## src/rtl/sram_axi_bridge.sv

```systemverilog
// Bridges the core's SRAM-style instruction and data ports onto one AXI4 master,
// one outstanding single-beat transaction per port, with a one-entry fetch hit buffer.
module sram_axi_bridge #(
  parameter logic [3:0] RD_ID_I = 4'd0,
  parameter logic [3:0] RD_ID_D = 4'd1,
  parameter logic [3:0] WR_ID   = 4'd1
) (
  input  logic        clk,
  input  logic        resetn,
  input  logic        inst_sram_en,
  input  logic [31:0] inst_sram_addr,
  output logic [31:0] inst_sram_rdata,
  output logic        stallreq_from_i,
  input  logic        data_sram_en,
  input  logic [3:0]  data_sram_wen,
  input  logic [31:0] data_sram_addr,
  input  logic [31:0] data_sram_wdata,
  output logic [31:0] data_sram_rdata,
  output logic        stallreq_from_d,
  output logic [3:0]  arid,
  output logic [31:0] araddr,
  output logic [7:0]  arlen,
  output logic [2:0]  arsize,
  output logic [1:0]  arburst,
  output logic        arvalid,
  input  logic        arready,
  input  logic [3:0]  rid,
  input  logic [31:0] rdata,
  input  logic [1:0]  rresp,
  input  logic        rlast,
  input  logic        rvalid,
  output logic        rready,
  output logic [3:0]  awid,
  output logic [31:0] awaddr,
  output logic [7:0]  awlen,
  output logic [2:0]  awsize,
  output logic [1:0]  awburst,
  output logic        awvalid,
  input  logic        awready,
  output logic [31:0] wdata,
  output logic [3:0]  wstrb,
  output logic        wlast,
  output logic        wvalid,
  input  logic        wready,
  input  logic [3:0]  bid,
  input  logic [1:0]  bresp,
  input  logic        bvalid,
  output logic        bready
);

  typedef enum logic [1:0] {I_IDLE, I_AR, I_R, I_DONE} i_state_e;
  typedef enum logic [2:0] {D_IDLE, D_RAR, D_RR, D_WADDR, D_WRESP, D_DONE} d_state_e;

  i_state_e    i_state_q, i_state_d;
  d_state_e    d_state_q, d_state_d;
  logic [31:0] i_addr_q, i_addr_d;
  logic        i_lock_q, i_lock_d;
  logic        buf_valid_q, buf_valid_d;
  logic [31:0] buf_addr_q, buf_addr_d;
  logic [31:0] buf_data_q, buf_data_d;
  logic [31:2] d_addr_q, d_addr_d;
  logic [3:0]  d_wen_q, d_wen_d;
  logic [31:0] d_wdata_q, d_wdata_d;
  logic [31:0] d_rdata_q, d_rdata_d;
  logic        aw_done_q, aw_done_d;
  logic        w_done_q, w_done_d;
  logic        hit, i_ar_go, d_ar_go, d_blocks_i;
  logic        unused_ok;

  function automatic logic [1:0] low_strb(input logic [3:0] s);
    if (s[0])      return 2'd0;
    else if (s[1]) return 2'd1;
    else if (s[2]) return 2'd2;
    else           return 2'd3;
  endfunction

  function automatic logic [2:0] strb_size(input logic [3:0] s);
    logic [2:0] n;
    n = {2'b00, s[0]} + {2'b00, s[1]} + {2'b00, s[2]} + {2'b00, s[3]};
    case (n)
      3'd1:    return 3'd0;
      3'd2:    return 3'd1;
      default: return 3'd2;
    endcase
  endfunction

  assign hit = inst_sram_en & buf_valid_q & (inst_sram_addr == buf_addr_q);

  // Once an inst AR is on the bus it keeps it (lock) so araddr cannot change under arvalid.
  assign d_blocks_i = (d_state_q == D_RAR) | (d_state_q == D_WADDR) | (d_state_q == D_WRESP);
  assign i_ar_go    = (i_state_q == I_AR) & (i_lock_q | ~d_blocks_i);
  assign d_ar_go    = (d_state_q == D_RAR) & ~i_lock_q;

  assign arvalid = i_ar_go | d_ar_go;
  assign araddr  = d_ar_go ? {d_addr_q, 2'b00} : (i_ar_go ? i_addr_q : 32'd0);
  assign arid    = d_ar_go ? RD_ID_D : RD_ID_I;
  assign arlen   = 8'd0;
  assign arsize  = 3'd2;
  assign arburst = 2'b01;
  assign rready  = (i_state_q == I_R) | (d_state_q == D_RR);

  assign awid    = WR_ID;
  assign awaddr  = {d_addr_q, low_strb(d_wen_q)};
  assign awlen   = 8'd0;
  assign awsize  = strb_size(d_wen_q);
  assign awburst = 2'b01;
  assign awvalid = (d_state_q == D_WADDR) & ~aw_done_q;
  assign wdata   = d_wdata_q;
  assign wstrb   = d_wen_q;
  assign wlast   = 1'b1;
  assign wvalid  = (d_state_q == D_WADDR) & ~w_done_q;
  assign bready  = (d_state_q == D_WRESP);

  assign stallreq_from_i = ((i_state_q == I_IDLE) & inst_sram_en & ~hit) |
                           (i_state_q == I_AR) | (i_state_q == I_R);
  assign inst_sram_rdata = (((i_state_q == I_IDLE) & hit) | (i_state_q == I_DONE)) ? buf_data_q : 32'd0;
  assign stallreq_from_d = ((d_state_q == D_IDLE) & data_sram_en) |
                           ((d_state_q != D_IDLE) & (d_state_q != D_DONE));
  assign data_sram_rdata = d_rdata_q;

  assign unused_ok = ^{rresp, rlast, bid, bresp, data_sram_addr[1:0]};

  always_comb begin
    i_state_d   = i_state_q;
    i_addr_d    = i_addr_q;
    i_lock_d    = 1'b0;
    buf_valid_d = buf_valid_q;
    buf_addr_d  = buf_addr_q;
    buf_data_d  = buf_data_q;
    d_state_d   = d_state_q;
    d_addr_d    = d_addr_q;
    d_wen_d     = d_wen_q;
    d_wdata_d   = d_wdata_q;
    d_rdata_d   = d_rdata_q;
    aw_done_d   = aw_done_q;
    w_done_d    = w_done_q;

    case (i_state_q)
      I_IDLE: if (inst_sram_en & ~hit) begin
        i_state_d = I_AR;
        i_addr_d  = inst_sram_addr;
      end
      I_AR: if (i_ar_go) begin
        if (arready) i_state_d = I_R;
        else         i_lock_d  = 1'b1;
      end
      I_R: if (rvalid & (rid == RD_ID_I)) begin
        buf_valid_d = 1'b1;
        buf_addr_d  = i_addr_q;
        buf_data_d  = rdata;
        i_state_d   = I_DONE;
      end
      default: i_state_d = I_IDLE;
    endcase

    case (d_state_q)
      D_IDLE: if (data_sram_en) begin
        d_addr_d  = data_sram_addr[31:2];
        d_wen_d   = data_sram_wen;
        d_wdata_d = data_sram_wdata;
        aw_done_d = 1'b0;
        w_done_d  = 1'b0;
        if (data_sram_wen == 4'd0) begin
          d_state_d = D_RAR;
        end else begin
          d_state_d = D_WADDR;
          // A store to the buffered word makes the buffered instruction stale.
          if (data_sram_addr[31:2] == buf_addr_d[31:2]) buf_valid_d = 1'b0;
        end
      end
      D_RAR: if (d_ar_go & arready) d_state_d = D_RR;
      D_RR: if (rvalid & (rid == RD_ID_D)) begin
        d_rdata_d = rdata;
        d_state_d = D_DONE;
      end
      D_WADDR: begin
        aw_done_d = aw_done_q | awready;
        w_done_d  = w_done_q | wready;
        if ((aw_done_q | awready) & (w_done_q | wready)) d_state_d = D_WRESP;
      end
      D_WRESP: if (bvalid) d_state_d = D_DONE;
      default: d_state_d = D_IDLE;
    endcase
  end

  always_ff @(posedge clk) begin
    if (!resetn) begin
      i_state_q   <= I_IDLE;
      d_state_q   <= D_IDLE;
      i_lock_q    <= 1'b0;
      buf_valid_q <= 1'b0;
      d_rdata_q   <= 32'd0;
      aw_done_q   <= 1'b0;
      w_done_q    <= 1'b0;
    end else begin
      i_state_q   <= i_state_d;
      d_state_q   <= d_state_d;
      i_lock_q    <= i_lock_d;
      buf_valid_q <= buf_valid_d;
      d_rdata_q   <= d_rdata_d;
      aw_done_q   <= aw_done_d;
      w_done_q    <= w_done_d;
    end
  end

  always_ff @(posedge clk) begin
    i_addr_q   <= i_addr_d;
    buf_addr_q <= buf_addr_d;
    buf_data_q <= buf_data_d;
    d_addr_q   <= d_addr_d;
    d_wen_q    <= d_wen_d;
    d_wdata_q  <= d_wdata_d;
  end

endmodule

```

## config.mk

```make
export PLATFORM = sky130hd
export DESIGN_NAME = sram_axi_bridge
export DESIGN_NICKNAME = d
export VERILOG_FILES = /design/src/rtl/sram_axi_bridge.sv
export SDC_FILE = /design/constraint.sdc
export NUM_CORES = 1
export LEC_CHECK = 0
export BUFFER_PORTS_ARGS = -buffer_cell sky130_fd_sc_hd__buf_2
export CORE_ASPECT_RATIO = 0.9
export CORE_MARGIN = 1.5
export CORE_UTILIZATION = 40
export DETAILED_ROUTE_END_ITERATION = 8
export HOLD_SLACK_MARGIN = 0.03
export PLACE_DENSITY = 0.68
export SLEW_MARGIN = 20
export SYNTH_ARGS = -nofsm -noshare
export SYNTH_HDL_FRONTEND = slang
export SYNTH_SLANG_ARGS = --single-unit
```

## constraint.sdc

```tcl
create_clock -name clk -period 3.6 [get_ports clk]
set_input_delay 0.18 -clock clk [delete_from_list [all_inputs] [get_ports clk]]
set_output_delay 0.18 -clock clk [all_outputs]
set_load 0.005 [all_outputs]
```

* Yosys cells after proc, flatten, opt, wreduce, memory -nomap -nowiden
Index checks and enable logic that the tools add are counted.
** Word-level totals
- Bits in registers :: 203
- Input port bits :: 154
- Output and inout bits :: 206
- Logic and storage cells :: 117
** Cells by class
- Add/subtract/negate cells :: 3
- Eq/ne operators :: 22
- Multiplexer cells :: 32
- Bitwise gates (word level) :: 32
- Reductions and logical operators :: 14
** Operator list (count)
- $mux 32 :: 5
- $eq 32x32->1 :: 1
- $eq 30x30->1 :: 1
- $and 1x1->1 :: 16
- $mux 3 :: 5
- $pmux 3 s5 :: 1
- $mux 2 :: 7
- $or 1x1->1 :: 11
- $mux 1 :: 10
- $ne 2x1->1 const B :: 5
- $reduce_and 2->1 :: 5
- $eq 3x2->1 const B :: 3
- $logic_not 4->1 :: 2
- $ne 2x2->1 const B :: 4
- $eq 3x1->1 const B :: 2
- $pmux 2 s3 :: 1
- $not 1->1 :: 5
- $reduce_and 5->1 :: 1
- $eq 2x2->1 const B :: 2
- $eq 4x1->1 const B :: 1
- $pmux 1 s2 :: 2
- $pmux 2 s2 :: 1
- $reduce_and 4->1 :: 1
- $add 2x1->3 :: 1
- other kinds (10) :: 10

* Logic depth before layout (Yosys ltp)
Gate-level depths: netlist (run 1).
- Word-level depth :: 9
- Depth in mapped cells :: 12
- Gate-level depth less buffers :: 10

* Least setup slack after synthesis (run 1)
OpenSTA, ideal clock, no wires.
- Path kind :: reg2reg
- Start point :: register d_state_q[2]
- End point :: register buf_valid_q
- Setup time :: 119 ps
- Data arrival time :: 3178 ps
- Required time :: 3481 ps
- Path slack :: 304 ps
- Cell stages (with the launch flop) :: 9
- Buffers on the path :: 1
- Clock period less this slack :: 3296 ps
- Cell sequence :: dfxtp_1 clkbuf_1 or4b_1 inv_1 nand2_1 o21bai_1 a2111oi_4 nand4_1 o221a_1
** Between the ends
- Cells in the longest elaborated chain, start to end :: 2
** Ends and longest elaborated chain
- start, declared :: RTL line 55 : d_state_e d_state_q, d_state_d;
- start signal, assigned :: RTL line 197 : d_state_q <= d_state_d;
- $logic_not 3->1 :: RTL line 156 : case (d_state_q)
- $mux 1 :: RTL line 156
- end signal, assigned :: RTL line 199 : buf_valid_q <= buf_valid_d;
- end, declared :: RTL line 58 : logic buf_valid_q, buf_valid_d;
Every way passes these cells.
A chain may end at the register's enable or synchronous reset.

* Worst setup path in the final report (run 1)
- Start point :: register buf_addr_q[20]
- End point :: output port inst_sram_rdata[24]
** Between the ends
- Cells in the longest elaborated chain, start to end :: 5
** Ends and longest elaborated chain
- start, declared :: RTL line 59 : logic [31:0] buf_addr_q, buf_addr_d;
- start signal, assigned :: RTL line 208 : buf_addr_q <= buf_addr_d;
- $eq 32x32->1 :: RTL line 87 : assign hit = inst_sram_en & buf_valid_q & (inst_sram_addr == buf_addr_q);
- $and 1x1->1 :: RTL line 87
- $and 1x1->1 :: RTL line 116 : assign inst_sram_rdata = (((i_state_q == I_IDLE) & hit) | (i_state_q == I_DONE)) ? buf_data_q : 32'd0;
- $or 1x1->1 :: RTL line 116
- $mux 32 :: RTL line 116
- end, declared :: RTL line 12 : output logic [31:0] inst_sram_rdata,
Every way passes these cells.

==> impl_metrics.env, run 1 <==
export IMPL_die_y_um=143
export IMPL_p_leak_uw=0.00547
export IMPL_outcome="finished, final reports clean"
export IMPL_ys_warnings_count=0
export IMPL_crit_type="reg -> out"
export IMPL_end_kind="output pin"
export IMPL_numCtsBuffers=23
export IMPL_grt_usage_pct=21.6
export IMPL_finalWirelength_um=25300
export IMPL_worst_pin_slew_ns=0.969
export IMPL_critPathRequiredTime_ns=3.42
export IMPL_rsz0062_at_grt="false"
export IMPL_synth_largest_area_cell="edfxtp_1"
export IMPL_place_congestion=0.886
export IMPL_ff2ff_path_depth=11
export IMPL_synth_top_area_share_pct=45.6
export IMPL_slew_violations=0
export IMPL_area_delta_synth_final_pct=44.3
export IMPL_cp_start_kind="register"
export IMPL_synth_cells=722
export IMPL_postSynthAreaPerCell_um2=12.0
export IMPL_synth_seq_cells=203
export IMPL_synth_edf_count=132
export IMPL_fin_area_um2=12500
export IMPL_via_per_inst=4.79
export IMPL_utilization_pct=59.7
export IMPL_clock_latency_ns=0.50
export IMPL_relSlewSlack_pct=35.4
export IMPL_initial_core_util_pct=41.3
export IMPL_max_cap_viol_count=0
export IMPL_chipWidth_um=158
export IMPL_syn_area_um2=8690
export IMPL_wl_per_cell_um=17.2
export IMPL_ys_seq_area_share_pct=62.0
export IMPL_dp_cells=1302
export IMPL_ys_top_cells_by_area="edfxtp_1, dfxtp_1, nand2_1, xor2_1, nor2b_1"
export IMPL_clk_pin_slew_worst_paths_ns=0.06
export IMPL_grt_pass1_vias=6871
export IMPL_finalSetupViolCount=0
export IMPL_clkSinkCount=203
export IMPL_fp_coreArea_um2=21000
export IMPL_cts_setup_buffers=0
export IMPL_min_path_cells=5
export IMPL_powerDensity_nw_per_um2=612
export IMPL_port_buffers=316
export IMPL_antenna_found_initial=1
export IMPL_pin_count=360
export IMPL_die_area_um2=22600
export IMPL_fin_tns_setup_ns=0
export IMPL_vias=7068
export IMPL_final_common_cell="buf_2"
export IMPL_fmax_ghz=0.319
export IMPL_stdcell_count=1477
export IMPL_finalCritPeriodShare_pct=87.1
export IMPL_drive_above_1_share_pct=31.5
export IMPL_layout_common_cells="buf_2, dlygate4sd3_1, edfxtp_1"
export IMPL_async_reset_ff_share_pct=0
export IMPL_clk_path_buf_depth=3
export IMPL_dpl_hpwl_um=17300
export IMPL_synth_cell_types=61
export IMPL_clock_root_buffer="clkbuf_16"
export IMPL_cts_tree="built"
export IMPL_overflow=0
export IMPL_timing_final_crit_period_ns=3.14
export IMPL_postPlaceCellArea_um2=10500
export IMPL_nNetsFinal=1337
export IMPL_drt_initial_drc_count=322
export IMPL_htree_levels=1
export IMPL_peakVddDrop_mv=0.388
export IMPL_fillCellCount=1712
export IMPL_drc=0
export IMPL_fin_skew_ns=0.00586
export IMPL_hold_class="in -> reg"
export IMPL_worstPathMaxFanout=32
export IMPL_grt_pass1_wl_um=37500
export IMPL_finalHoldViolCount=0
export IMPL_ant_nets=0
export IMPL_crit_arrival_ns=2.96
export IMPL_row_count=50
export IMPL_grt_max_degree=67
export IMPL_dr_pass1_iters=4
export IMPL_ys_flop_type="edfxtp_1"
[metrics by stage]
stage / setup slack [ns] / power, µW / hold slack (ns)
after floorplan: 0.304 / 4400 / 0.279
after global routing: 0.290 / 8090 / 0.166
final: 0.464 / 7680 / 0.175
after CTS: 0.458 / 7740 / 0.143
after global placement: 0.825 / 5240 / 0.357
after detailed placement: 0.780 / 5290 / 0.358
[final cells by class]
type	instances	area, µm²	area share, %
antenna	1	2.50	0.0200
tap	286	358	2.85
multi-input combinational	451	2930	23.4
timing repair buffer	460	3000	23.9
clock inverter	9	116	0.928
clock buffer	32	619	4.94
inverter	35	133	1.06
sequential	203	5390	42.9
[final timing paths]
check / startpoint / to / slack (ns)
hold reg to reg: i_addr_q[1]$_DFFE_PP_ / buf_addr_q[1]$_DFFE_PP_ / 0.46
hold / removal: bvalid / d_state_q[0]$_SDFFE_PN0P_ / 0.18
setup reg to reg: i_state_q[0]$_SDFFE_PN0P_ / buf_valid_q$_SDFF_PN0_ / 0.76
setup / recovery: buf_addr_q[20]$_DFF_P_ / inst_sram_rdata[24] / 0.46
[flip-flops by register name, indices dropped and copies added (netlist names)]
register / cells
data_sram_rdata: 32
buf_valid_q: 1
i_lock_q: 1
wstrb: 4
i_state_q: 2
w_done_q: 1
buf_addr_q: 32
wdata: 32
d_state_q: 3
i_addr_q: 32
aw_done_q: 1
buf_data_q: 32
d_addr_q: 30
[routing by layer]
metal / vias to the layer above / global-route usage [%] / part of all wire (%) / wire length [µm]
li1: 3388 / - / - / -
met1: 3347 / 28.8 / 43 / 10900
met2: 284 / 35.6 / 47 / 12000
met3: 49 / 4.04 / 6.8 / 1730
met4: 0 / 6.69 / 2.9 / 730
met5: - / 0 / 0 / 0
[worst max-delay path, cell delays in order, from the launching register on]
cell	delay, ns
dfxtp_1	0.34
xor2_1	0.18
nor4_1	0.57
nand4_1	0.17
nor3_1	0.23
buf_4	0.18
a31oi_4	0.36
nor2b_1	0.27
buf_2	0.15
[Yosys cell counts, drive strengths merged (6+ instances only)]
master    n
xor2     32
a21boi   32
nand2   122
nor2     11
clkbuf   25
edfxtp  132
a22o     31
nor4     10
inv      34
buf      38
xnor2    22
ha        8
mux2      6
nand4     8
a21oi    11
dfxtp    71
nor2b    44
o22ai     6
mux2i     6
[cells by family after synthesis]
kind of cell               after synthesis  synth area share [%]
DFF                                    203                  62.0
xor gates and xnor gates                54                  5.44
AOI/OAI and AO/OA                      118                  11.0
muxes                                   12                  1.47
buffers and inverters                   98                  5.95
and+or+nand+nor                        226                  12.7
other                                    2                0.0864
adders and majority gates                9                  1.38
[power breakdown]
group | internal (µW) | switching, µW | leakage, µW
sequential | 2980 | 304 | 0.00181
clock | 1410 | 901 | 0.000359
combinational | 968 | 1120 | 0.00330
[what timing repair did]
item	in CTS	in global routing
hold buffers	133	0
hold endpoints to repair	165	0
resized for setup	0	0
Note: power is estimated with default switching activity, not from simulation.
==> run 2: changes to the inputs <==
--- a/config.mk
+++ b/config.mk
@@ -11,7 +11,7 @@
 export CORE_UTILIZATION = 40
 export DETAILED_ROUTE_END_ITERATION = 8
 export HOLD_SLACK_MARGIN = 0.03
-export PLACE_DENSITY = 0.68
+export PLACE_DENSITY_LB_ADDON = 0.1
 export SLEW_MARGIN = 20
 export SYNTH_ARGS = -nofsm -noshare
 export SYNTH_HDL_FRONTEND = slang
==> run 2 against run 1 <==
Effect of this change: hold slack got worse by 0.047 ns; clock-buffer cell count fell by 3; combinational power barely moved; highest routed layer unchanged; final cell count barely moved; setup slack improved by 0.058 ns; power fell by 0.21%; via count fell by 0.45%; critical path type unchanged; fmax rose by 1.9%.
==> impl_metrics.env, run 2 (synthesized netlist as in run 1, its figures left out) <==
export IMPL_outcome="finished, final reports clean"
export IMPL_place_congestion=0.884
export IMPL_dr_pass1_iters=6
export IMPL_fp_coreArea_um2=21000
export IMPL_worstPathMaxFanout=32
export IMPL_die_y_um=143
export IMPL_layout_common_cells="buf_2, dlygate4sd3_1, edfxtp_1"
export IMPL_end_kind="output pin"
export IMPL_wl_per_cell_um=17.6
export IMPL_clk_path_buf_depth=3
export IMPL_area_delta_synth_final_pct=44.2
export IMPL_clock_latency_ns=0.50
export IMPL_dpl_hpwl_um=17800
export IMPL_port_buffers=316
export IMPL_drt_initial_drc_count=418
export IMPL_fmax_ghz=0.325
export IMPL_cts_setup_buffers=0
export IMPL_fin_tns_setup_ns=0
export IMPL_cts_tree="built"
export IMPL_drc=0
export IMPL_p_leak_uw=0.00546
export IMPL_via_per_inst=4.77
export IMPL_numCtsBuffers=23
export IMPL_grt_usage_pct=22.1
export IMPL_final_common_cell="buf_2"
export IMPL_crit_arrival_ns=2.90
export IMPL_timing_final_crit_period_ns=3.08
export IMPL_critPathRequiredTime_ns=3.42
export IMPL_relSlewSlack_pct=33.1
export IMPL_r2r_setup_slack_ns=0.69
export IMPL_finalSetupViolCount=0
export IMPL_fillCellCount=1810
export IMPL_worst_pin_slew_ns=1.00
export IMPL_rsz0062_at_grt="false"
export IMPL_overflow=0
export IMPL_antenna_found_initial=1
export IMPL_pin_count=360
export IMPL_nNetsFinal=1336
export IMPL_row_count=50
export IMPL_clk_pin_slew_worst_paths_ns=0.06
export IMPL_crit_type="reg -> out"
export IMPL_finalHoldViolCount=0
export IMPL_finalCritPeriodShare_pct=85.5
export IMPL_max_cap_viol_count=0
export IMPL_slew_violations=0
export IMPL_drive_above_1_share_pct=31.7
export IMPL_initial_core_util_pct=41.3
export IMPL_grt_pass1_wl_um=38200
export IMPL_cp_start_kind="register"
export IMPL_chipWidth_um=158
export IMPL_die_area_um2=22600
export IMPL_clkSinkCount=203
export IMPL_clock_root_buffer="clkbuf_16"
export IMPL_powerDensity_nw_per_um2=612
export IMPL_ctsHoldBuffers=133
export IMPL_ant_nets=0
export IMPL_ctsResizeCount=0
export IMPL_hold_class="in -> reg"
export IMPL_peakVddDrop_mv=0.355
export IMPL_htree_levels=1
export IMPL_fin_skew_ns=0.00697
export IMPL_vias=7036
export IMPL_grt_max_degree=67
export IMPL_finalWirelength_um=26000
export IMPL_holdWs_ns=0.128
export IMPL_utilization_pct=59.6
export IMPL_grt_pass1_vias=6932
-- run 2: cell types whose count changed in the layout (fill, tap and decap cells not counted), sizes merged --
| cell | previous run | this run |
|---|---|---|
| clkinv | 7 | 10 |
| buf | 327 | 326 |
| clkbuf | 32 | 29 |
| clkinvlp | 0 | 1 |
| bufinv | 3 | 2 |
-- run 2: final timing paths --
path | from | to | cells after the start
setup reg to reg | i_state_q[0]$_SDFFE_PN0P_ | buf_valid_q$_SDFF_PN0_ | 11
hold reg to reg | i_addr_q[0]$_DFFE_PP_ | buf_addr_q[0]$_DFFE_PP_ | 0
hold / removal | rid[1] | buf_addr_q[4]$_DFF_P_ | 4
setup / recovery | buf_addr_q[13]$_DFF_P_ | inst_sram_rdata[27] | 6
-- run 2: power breakdown --
group	total (µW)	internal [µW]	switching (µW)
Combinational	2110	968	1140
Clock	2270	1350	919
Sequential	3280	2980	301
-- run 2: stage by stage --
stage | cell area, µm² | setup slack, ns | power (µW) | cells
floorplan | 8800 | 0.304 | 4400 | 752
detailed placement | 10500 | 0.704 | 5320 | 1301
finish | 12500 | 0.523 | 7660 | 1476
CTS | 12500 | 0.470 | 7720 | 1475
global placement | 10500 | 0.755 | 5300 | 1301
global route | 12500 | 0.301 | 8070 | 1476
-- run 2: metal layers --
metal | vias to the layer above | part of all wire, % | wire [µm] | GRT usage [%]
met4 | 0 | 3.0 | 788 | 6.89
met3 | 49 | 6.1 | 1600 | 3.67
met1 | 3327 | 44 | 11500 | 29.2
met5 | - | 0 | 0 | 0
met2 | 277 | 46 | 12100 | 37.1
li1 | 3383 | - | - | -
-- run 2: layout make-up --
type / count / area, µm² / area share (%)
Clock inverter: 12 / 111 / 0.889
Antenna cell: 1 / 2.50 / 0.0200
Clock buffer: 29 / 618 / 4.93
Multi-Input combinational cell: 451 / 2930 / 23.4
Inverter: 35 / 133 / 1.06
Tap cell: 286 / 358 / 2.86
Sequential cell: 203 / 5390 / 43.0
Timing Repair Buffer: 459 / 2990 / 23.9
-- run 2: worst max-delay path, cell delays in order, from the launching register on --
cell     delay, ns
dfxtp_1       0.34
xnor2_1       0.20
nand4_1       0.22
nor3_1        0.67
a31oi_4       0.54
nor2b_1       0.27
buf_2         0.14
==> run 3: changes to the inputs <==
--- a/config.mk
+++ b/config.mk
@@ -11,7 +11,7 @@
 export CORE_UTILIZATION = 40
 export DETAILED_ROUTE_END_ITERATION = 8
 export HOLD_SLACK_MARGIN = 0.03
-export PLACE_DENSITY_LB_ADDON = 0.1
+export PLACE_DENSITY = 0.77
 export SLEW_MARGIN = 20
 export SYNTH_ARGS = -nofsm -noshare
 export SYNTH_HDL_FRONTEND = slang
==> run 3 against run 2 <==
Effect of this change: non-clock buffer count up 1; sequential share of layout area down 0.15 points; clock power up 5%; critical path type unchanged.
==> impl_metrics.env, run 3 (synthesized netlist as in run 1, its figures left out) <==
export IMPL_die_y_um=143
export IMPL_fillCellCount=1697
export IMPL_worst_pin_slew_ns=0.911
export IMPL_dpl_hpwl_um=17800
export IMPL_ctsResizeCount=0
export IMPL_vias=7262
export IMPL_nNetsFinal=1337
export IMPL_wl_per_cell_um=17.9
export IMPL_drc=0
export IMPL_area_delta_synth_final_pct=44.7
export IMPL_ant_nets=0
export IMPL_relSlewSlack_pct=39.3
export IMPL_finalHoldViolCount=0
export IMPL_cts_tree="built"
export IMPL_cts_setup_buffers=0
export IMPL_outcome="finished, final reports clean"
export IMPL_layout_common_cells="buf_2, dlygate4sd3_1, edfxtp_1"
export IMPL_via_per_inst=4.91
export IMPL_clkSinkCount=203
export IMPL_hold_class="in -> reg"
export IMPL_critPathRequiredTime_ns=3.42
export IMPL_initial_core_util_pct=41.3
export IMPL_grt_pass1_vias=7256
export IMPL_dr_pass1_iters=5
export IMPL_finalWirelength_um=26500
export IMPL_worstPathMaxFanout=32
export IMPL_grt_max_degree=67
export IMPL_place_congestion=0.886
export IMPL_fp_coreArea_um2=21000
export IMPL_cp_start_kind="register"
export IMPL_clk_pin_slew_worst_paths_ns=0.06
export IMPL_crit_type="reg -> out"
export IMPL_fmax_ghz=0.303
export IMPL_drt_initial_drc_count=353
export IMPL_finalSetupViolCount=0
export IMPL_drive_above_1_share_pct=31.9
export IMPL_rsz0062_at_grt="false"
export IMPL_powerDensity_nw_per_um2=619
export IMPL_holdWs_ns=0.176
export IMPL_fin_skew_ns=0.0170
export IMPL_crit_arrival_ns=3.12
export IMPL_fin_tns_setup_ns=0
export IMPL_chipWidth_um=158
export IMPL_grt_pass1_wl_um=38900
export IMPL_ctsHoldBuffers=133
export IMPL_antenna_found_initial=0
export IMPL_timing_final_crit_period_ns=3.30
export IMPL_setup_slack_ns=0.302
export IMPL_max_cap_viol_count=0
export IMPL_die_area_um2=22600
export IMPL_clock_latency_ns=0.51
export IMPL_finalCritPeriodShare_pct=91.6
export IMPL_p_leak_uw=0.00548
export IMPL_row_count=50
export IMPL_dp_slack_ns=0.715
export IMPL_peakVddDrop_mv=0.340
export IMPL_grt_usage_pct=22.5
export IMPL_slew_violations=0
export IMPL_final_common_cell="buf_2"
export IMPL_overflow=0
export IMPL_port_buffers=316
export IMPL_htree_levels=1
export IMPL_clk_path_buf_depth=3
export IMPL_pin_count=360
export IMPL_clock_root_buffer="clkbuf_16"
export IMPL_end_kind="output pin"
export IMPL_numCtsBuffers=23
run 3: critical path, stage by stage, from the launching register on:
cell and delay [ns]:
dfxtp_1 0.33, xor2_1 0.18, nor4_1 0.54, nand4_1 0.16, nor3_1 0.59, a31oi_2 0.16
buf_4 0.27, nor2b_1 0.21, buf_2 0.15
run 3: worst paths after layout:
kind,slack (ns),endpoint,cells after the start,from
worst max-delay path,0.30,inst_sram_rdata[8],8,buf_addr_q[20]$_DFF_P_
worst min-delay path,0.18,buf_addr_q[4]$_DFF_P_,4,rid[0]
worst max register to register,0.71,buf_valid_q$_SDFF_PN0_,11,i_state_q[0]$_SDFFE_PN0P_
worst min register to register,0.46,data_sram_rdata[12]$_SDFFE_PN0P_,2,data_sram_rdata[12]$_SDFFE_PN0P_
run 3: stage by stage:
step                      power [µW]  std cells  util [%]  cell area (µm²)
after floorplan                 4400        752         -             8800
after global routing            8170       1477      59.8            12600
final                           7780       1478      59.8            12600
after CTS                       7820       1477      59.8            12600
after detailed placement        5310       1302      49.8            10500
after global placement          5250       1302      49.8            10500
run 3: power breakdown:
part	switching (µW)	total, µW	internal, µW
registers	314	3290	2980
clock network	936	2390	1450
logic	1130	2100	969
run 3: area by class of cell:
type	count	area [µm²]	area share [%]
sequential	203	5390	42.8
timing repair buffer	460	3000	23.8
multi-input combinational	451	2920	23.3
clock buffer	35	682	5.43
tap	286	358	2.85
inverter	35	133	1.06
clock inverter	7	91.3	0.727
antenna	1	2.50	0.0199
run 3: metal layers:
| layer | GRT usage [%] | vias to the layer above | wire, µm |
|---|---|---|---|
| li1 | - | 3383 | - |
| met1 | 27.5 | 3479 | 10700 |
| met2 | 40.4 | 347 | 13300 |
| met3 | 4.43 | 53 | 1930 |
| met4 | 5.85 | 0 | 587 |
| met5 | 0 | - | 0 |
